**src/rtl/irb_dw_engine.sv**
```systemverilog
// ---------------------------------------------------------------------------
// irb_dw_engine
//   Depthwise 3x3 convolution stage of the inverted-residual-block datapath.
//   Reads one FMINT tile plus the matching depthwise kernels, computes one
//   output pixel at a time with a single serial MAC and hands each result to
//   the projection stage over a valid/ready handshake.
//
//   Ports:
//     clk, rst_n          clock (rising edge), asynchronous active-low reset
//     start, n_ch         launch pulse (IDLE only) and channel count
//     busy, done          status: processing / one-cycle completion pulse
//     fmint_rd_en/addr    FMINT tile RAM read port (rdata one cycle later)
//     fmint_rdata
//     kdw_rd_en/addr      KDW kernel RAM read port (rdata one cycle later)
//     kdw_rdata
//     out_valid/ready     result handshake towards the projection stage
//     out_data/addr
//
//   Build option: define DW_RELU_EN to clamp negative results to zero after
//   saturation. Without it the saturated signed result is passed through.
// ---------------------------------------------------------------------------
module irb_dw_engine #(
    parameter int NKX   = 3,
    parameter int NKY   = 3,
    parameter int TOX   = 7,
    parameter int TOY   = 7,
    parameter int NPAR  = 32,
    parameter int PX_W  = 16,
    parameter int WG_W  = 16,
    parameter int FRAC  = 8,
    parameter int ACC_W = PX_W + WG_W + 4
) (
    input  logic                                                  clk,
    input  logic                                                  rst_n,
    input  logic                                                  start,
    input  logic [$clog2(NPAR+1)-1:0]                             n_ch,
    output logic                                                  busy,
    output logic                                                  done,
    output logic                                                  fmint_rd_en,
    output logic [$clog2((TOX+NKX-1)*(TOY+NKY-1)*NPAR)-1:0]       fmint_addr,
    input  logic signed [PX_W-1:0]                                fmint_rdata,
    output logic                                                  kdw_rd_en,
    output logic [$clog2(NKX*NKY*NPAR)-1:0]                       kdw_addr,
    input  logic signed [WG_W-1:0]                                kdw_rdata,
    output logic                                                  out_valid,
    input  logic                                                  out_ready,
    output logic signed [PX_W-1:0]                                out_data,
    output logic [$clog2(TOX*TOY*NPAR)-1:0]                       out_addr
);

    localparam int TIX  = TOX + NKX - 1;
    localparam int TIY  = TOY + NKY - 1;
    localparam int CH_W = $clog2(NPAR + 1);
    localparam int OX_W = $clog2(TOX + 1);
    localparam int OY_W = $clog2(TOY + 1);
    localparam int KX_W = $clog2(NKX + 1);
    localparam int KY_W = $clog2(NKY + 1);
    localparam int FA_W = $clog2(TIX * TIY * NPAR);
    localparam int KA_W = $clog2(NKX * NKY * NPAR);
    localparam int OA_W = $clog2(TOX * TOY * NPAR);
    localparam int PR_W = PX_W + WG_W;

    localparam logic [CH_W-1:0] NPAR_C  = CH_W'(NPAR);
    localparam logic [OX_W-1:0] OX_LAST = OX_W'(TOX - 1);
    localparam logic [OY_W-1:0] OY_LAST = OY_W'(TOY - 1);
    localparam logic [KX_W-1:0] KX_LAST = KX_W'(NKX - 1);
    localparam logic [KY_W-1:0] KY_LAST = KY_W'(NKY - 1);

    localparam logic signed [ACC_W-1:0] PX_MAX_A = {{(ACC_W-PX_W+1){1'b0}}, {(PX_W-1){1'b1}}};
    localparam logic signed [ACC_W-1:0] PX_MIN_A = ~PX_MAX_A;

    localparam logic [2:0] S_IDLE  = 3'd0;
    localparam logic [2:0] S_ISSUE = 3'd1;
    localparam logic [2:0] S_LAST  = 3'd2;
    localparam logic [2:0] S_OUT   = 3'd3;
    localparam logic [2:0] S_DONE  = 3'd4;

    // Arithmetic shift (truncating) followed by saturation to the pixel range.
    function automatic logic signed [PX_W-1:0] sat_px(input logic signed [ACC_W-1:0] v);
        logic signed [ACC_W-1:0] sh;
        sh = v >>> FRAC;
        if (sh > PX_MAX_A)      sat_px = PX_MAX_A[PX_W-1:0];
        else if (sh < PX_MIN_A) sat_px = PX_MIN_A[PX_W-1:0];
        else                    sat_px = sh[PX_W-1:0];
    endfunction

    function automatic logic signed [PX_W-1:0] post_act(input logic signed [PX_W-1:0] v);
`ifdef DW_RELU_EN
        post_act = v[PX_W-1] ? '0 : v;
`else
        post_act = v;
`endif
    endfunction

    logic [2:0]      state_q, state_d;
    logic [CH_W-1:0] nch_q, nch_d;
    logic [CH_W-1:0] ch_q, ch_d;
    logic [OY_W-1:0] oy_q, oy_d;
    logic [OX_W-1:0] ox_q, ox_d;
    logic [KY_W-1:0] ky_q, ky_d;
    logic [KX_W-1:0] kx_q, kx_d;
    logic            rd_vld_q, rd_first_q;
    logic signed [ACC_W-1:0] acc_q;
    logic signed [PX_W-1:0]  out_data_q;
    logic [OA_W-1:0]         out_addr_q;

    logic signed [PR_W-1:0]  prod;
    logic signed [ACC_W-1:0] prod_ext;
    logic signed [ACC_W-1:0] acc_sum;
    int                      fa_int, ka_int, oa_int;

    assign busy        = (state_q == S_ISSUE) || (state_q == S_LAST) || (state_q == S_OUT);
    assign done        = (state_q == S_DONE);
    assign out_valid   = (state_q == S_OUT);
    assign fmint_rd_en = (state_q == S_ISSUE);
    assign kdw_rd_en   = (state_q == S_ISSUE);
    assign out_data    = out_data_q;
    assign out_addr    = out_addr_q;

    // Tap and output addresses; read addresses idle at zero when no read is issued.
    always_comb begin
        fa_int = int'(ch_q) * (TIX * TIY) + (int'(oy_q) + int'(ky_q)) * TIX + int'(ox_q) + int'(kx_q);
        ka_int = int'(ch_q) * (NKX * NKY) + int'(ky_q) * NKX + int'(kx_q);
        oa_int = int'(ch_q) * (TOX * TOY) + int'(oy_q) * TOX + int'(ox_q);
        fmint_addr = fmint_rd_en ? FA_W'(fa_int) : '0;
        kdw_addr   = kdw_rd_en   ? KA_W'(ka_int) : '0;
    end

    // MAC datapath: data returned for a tap is accumulated one cycle after issue.
    assign prod     = fmint_rdata * kdw_rdata;
    assign prod_ext = {{(ACC_W-PR_W){prod[PR_W-1]}}, prod};
    assign acc_sum  = rd_first_q ? prod_ext : (acc_q + prod_ext);

    always_comb begin
        state_d = state_q;
        nch_d   = nch_q;
        ch_d    = ch_q;
        oy_d    = oy_q;
        ox_d    = ox_q;
        ky_d    = ky_q;
        kx_d    = kx_q;
        case (state_q)
            S_IDLE: begin
                if (start) begin
                    nch_d   = (n_ch > NPAR_C) ? NPAR_C : n_ch;
                    ch_d    = '0;
                    oy_d    = '0;
                    ox_d    = '0;
                    ky_d    = '0;
                    kx_d    = '0;
                    state_d = (n_ch == '0) ? S_DONE : S_ISSUE;
                end
            end
            S_ISSUE: begin
                if (kx_q == KX_LAST) begin
                    kx_d = '0;
                    if (ky_q == KY_LAST) begin
                        ky_d    = '0;
                        state_d = S_LAST;
                    end else begin
                        ky_d = ky_q + 1'b1;
                    end
                end else begin
                    kx_d = kx_q + 1'b1;
                end
            end
            S_LAST: state_d = S_OUT;
            S_OUT: begin
                if (out_ready) begin
                    state_d = S_ISSUE;
                    if (ox_q == OX_LAST) begin
                        ox_d = '0;
                        if (oy_q == OY_LAST) begin
                            oy_d = '0;
                            if (ch_q == nch_q - 1'b1) state_d = S_DONE;
                            else                      ch_d    = ch_q + 1'b1;
                        end else begin
                            oy_d = oy_q + 1'b1;
                        end
                    end else begin
                        ox_d = ox_q + 1'b1;
                    end
                end
            end
            S_DONE:  state_d = S_IDLE;
            default: state_d = S_IDLE;
        endcase
    end

    always_ff @(posedge clk or negedge rst_n) begin
        if (!rst_n) begin
            state_q    <= S_IDLE;
            nch_q      <= '0;
            ch_q       <= '0;
            oy_q       <= '0;
            ox_q       <= '0;
            ky_q       <= '0;
            kx_q       <= '0;
            rd_vld_q   <= 1'b0;
            rd_first_q <= 1'b0;
            out_data_q <= '0;
            out_addr_q <= '0;
        end else begin
            state_q    <= state_d;
            nch_q      <= nch_d;
            ch_q       <= ch_d;
            oy_q       <= oy_d;
            ox_q       <= ox_d;
            ky_q       <= ky_d;
            kx_q       <= kx_d;
            rd_vld_q   <= fmint_rd_en;
            rd_first_q <= fmint_rd_en && (kx_q == '0) && (ky_q == '0);
            // LAST folds in the final tap and registers the finished pixel.
            if (state_q == S_LAST) begin
                out_data_q <= post_act(sat_px(acc_sum));
                out_addr_q <= OA_W'(oa_int);
            end
        end
    end

    always_ff @(posedge clk) begin
        if (rd_vld_q) acc_q <= acc_sum;
    end

endmodule

```
**config.mk**
```make
export PLATFORM = sky130hd
export DESIGN_NAME = irb_dw_engine
export DESIGN_NICKNAME = d
export VERILOG_FILES = /design/src/rtl/irb_dw_engine.sv
export SDC_FILE = /design/constraint.sdc
export NUM_CORES = 1
export LEC_CHECK = 0
export CAP_MARGIN = 15
export CELL_PAD_IN_SITES_DETAIL_PLACEMENT = 2
export CELL_PAD_IN_SITES_GLOBAL_PLACEMENT = 2
export CORE_ASPECT_RATIO = 1.5
export CORE_MARGIN = 2
export CORE_UTILIZATION = 30
export DETAILED_ROUTE_END_ITERATION = 7
export DONT_BUFFER_PORTS = 1
export PLACE_DENSITY_LB_ADDON = 0.05
export SLEW_MARGIN = 10
export SYNTH_ARGS = -nofsm -noshare
export SYNTH_HDL_FRONTEND = slang
export SYNTH_SLANG_ARGS = --single-unit
export TNS_END_PERCENT = 20
```
**constraint.sdc**
```tcl
create_clock -name clk -period 11.75 [get_ports clk]
set_input_delay 2.35 -clock clk [delete_from_list [all_inputs] [get_ports clk]]
set_output_delay 2.35 -clock clk [all_outputs]
set_load 0.005 [all_outputs]
```
==> run_results.csv <==
group,metric,value,unit
layout,drive_above_1_share,4.489,%
sta,tightest_slew,0.7386,ns
job,drv_cap,0,
outcome,outcome,"complete, no violations",
yosys,synth_most_common_cell,"inv_1",
detailed_routing,ant_nets,0,
layout,syn_to_final_growth,6.364,%
global_route,grt.total_usage,19.66,%
cts,clk_pin_slew,0.07,ns
yosys,synth_cells,2131,
yosys,ys_ff_latch,90,
critical_path,crit_slowest_cell,"fa_1",
cts,numCtsBuffers,9,
cts,clk_latency,0.38,ns
cts,cts_tree,"yes",
detailed_routing,dr.pass1.iters,4,
yosys,yosysWarnings,0,
yosys,netlist_area,18930,sq um
critical_path,criticalPathCategory,"primary input to flop",
cts,clock-sinks,90,
critical_path,start_kind,"primary input",
critical_path,crit_required,11.99,ns
yosys,seq_area_frac_synth,12.85,%
cts,clockBufferDepth,2,
sta,rsz0062_at_grt,"no",
layout,fin_area,20140,sq um
hold_path,min_path_type,"flop to flop",
sta,relSlewSlack,50.76,%
critical_path,cp-end-kind,"flop",
critical_path,max_stage_delay,0.56,ns
sta,final_hold_viol_count,0,
place,place_inst,2876,
floorplanning,fp-row-count,112,
floorplanning,ioPinCount,95,
sta,fin_skew,0.02221,ns
detailed_routing,drc,0,
global_route,grt-ovfl-total,0,
place,place_area,19820,sq um
yosys,synth_area_leaders,"fa_1, ha_1, inv_1",
yosys,synth_top_cell_by_area,"fa_1",
sta,finalSetupViolations,0,
cts,clockRootBuffer,"clkbuf_16",
layout,nets,2631,
global_route,grt_first_pass_wirelength,99.70,mm
yosys,synth_edf_count,36,
floorplanning,die_y,311.7,um
floorplanning,die_area,65170,sq um
sta,maxSlewViolCount,0,
sta,finalCritPeriodShare,94.96,%
yosys,synth_top_area_share,30.14,%
global_route,grt_max_degree,55,
yosys,ys.flop_type,"dfrtp_1",
critical_path,cp_max_fo,16,
place,dp.final_hpwl,51.62,mm
yosys,syn_nets,2673,
cts,htreeDepth,3,
floorplanning,start_util,30.36,%
yosys,synth_top_cells_by_count,"inv_1, fa_1, nand2_1",
global_route,antenna_found_initial,0,
yosys,synth.distinct_cells,86,
sta,fmax,89.62,MHz
critical_path,r2r_setup_slack,7.43,ns
place,place_congestion,0.7597,
detailed_routing,wirelength,60.65,mm
place,numPortBuffers,0,
detailed_routing,post_drt_wl_per_cell,20.97,um
critical_path,worst_path_most_repeated_cell,"fa_1",
layout,antenna_cells,0,
yosys,async_flop_share,60.00,%
layout,final_cells,2892,
detailed_routing,viasPerCell,4.975,
critical_path,critPathArrivalTime,11.40,ns
sta,min_period,11.16,ns
floorplanning,fp.dieW,209.1,um
floorplanning,coreArea,62360,sq um
global_route,grt_pass1_vias,17080,
detailed_routing,drt-initial-drc-count,262,
detailed_routing,vias,14390,
yosys,avgSynthCellArea,8.884,sq um
-- flip-flops by register name (all words and copies together) (netlist names) --
name        flops
out_addr       11
out_data       16
ky_q            2
ox_q            3
kx_q            2
acc_q          36
oy_q            3
state_q         3
rd_first_q      1
rd_vld_q        1
nch_q           6
ch_q            6
-- stage by stage --
| stage | setup TNS (ns) | hold WS (ns) | util (%) | worst slack [ns] |
|---|---|---|---|---|
| 2_1_floorplan | 0 | 0.4652 | - | 1.233 |
| 4_1_cts | 0 | 0.5135 | 32.26 | 0.03641 |
| 3_5_place_dp | -4.017 | 0.4960 | 31.78 | -0.2801 |
| 3_3_place_gp | -3.664 | 0.4863 | 31.78 | -0.2490 |
| 6_report | 0 | 0.5110 | 32.29 | 0.5917 |
| 5_1_grt | 0 | 0.5470 | 32.29 | 0.01379 |
-- placed cells by master, fill, tap and decap left out, drive strengths merged, types with 4 or more instances in the layout --
cell type | synthesis | final
inv | 417 | 421
fa | 285 | 285
nand2 | 229 | 229
ha | 215 | 215
and2 | 138 | 138
nor2 | 104 | 104
o21ai | 91 | 91
a21oi | 89 | 89
xnor2 | 68 | 68
dfrtp | 54 | 54
edfxtp | 36 | 36
xor2 | 33 | 33
nand3 | 24 | 24
nor3 | 22 | 22
buf | 6 | 21
o22ai | 20 | 20
a21o | 19 | 19
o21bai | 18 | 18
a211oi | 15 | 15
nand4 | 13 | 13
nor2b | 12 | 12
nand2b | 12 | 12
o211ai | 11 | 11
nand3b | 10 | 10
clkbuf | 68 | 10
o31ai | 9 | 9
mux2i | 8 | 8
o2111ai | 8 | 8
a31oi | 8 | 8
mux2 | 7 | 7
o21a | 6 | 6
or2 | 6 | 6
and3 | 5 | 5
nor3b | 5 | 5
or3b | 5 | 5
a2111oi | 4 | 4
or3 | 4 | 4
-- worst max-delay path, delay by kind of cell --
family,cells,cell delay (ns)
buf+inv,6,0.61
xor+xnor,1,0.42
mux,1,0.23
compound gates,14,3.28
fa+ha+maj,8,3.89
simple gates,3,0.62
-- per-layer routing --
layer	global-route usage, %	wire (um)	up-vias
met5	0	0	-
met3	2.187	1536	37
met2	39.27	34670	135
li1	-	-	6698
met1	22.17	23630	7517
met4	3.604	812	0
-- area by class of cell --
| type | instances | area (sq um) |
|---|---|---|
| timing repair buffer | 21 | 170.2 |
| sequential | 90 | 2434 |
| multi-input combinational | 1550 | 14670 |
| clock inverter | 6 | 52.55 |
| fill | 7012 | 42220 |
| inverter | 417 | 1565 |
| tap | 798 | 998.5 |
| clock buffer | 10 | 250.2 |
-- cells by family (layout without fill, tap and decap cells) --
| kind of cell | Yosys count | in the layout | share of synthesized area [%] |
|---|---|---|---|
| and+or+nand+nor | 602 | 602 | 15.54 |
| AOI/OAI and AO/OA | 332 | 332 | 11.89 |
| buffers and inverters | 491 | 454 | 9.841 |
| muxes | 15 | 15 | 0.8591 |
| xor gates and xnor gates | 101 | 101 | 4.673 |
| adders and majority gates | 500 | 500 | 44.35 |
| DFF | 90 | 90 | 12.85 |
-- timing repair --
item	CTS	global route
buffers inserted	0	0
hold buffers	0	0
endpoints found under the hold margin	0	0
gates resized for setup	0	3
endpoints found under the setup margin	0	15
-- path summary, 6_finish.rpt --
kind,from,to,depth (start not counted)
max in group asynchronous,rst_n,out_data[14],0
max reg2reg,oy_q[0],out_addr[10],17
min in group asynchronous,rst_n,nch_q[0],0
min,nch_q[5],nch_q[5],2
min reg2reg,nch_q[5],nch_q[5],2
max,kdw_rdata[6],out_data[14],33
Power is left out: the tool's default activity adds up to more than one toggle a clock period on the data nets, which glitch-free logic cannot reach.
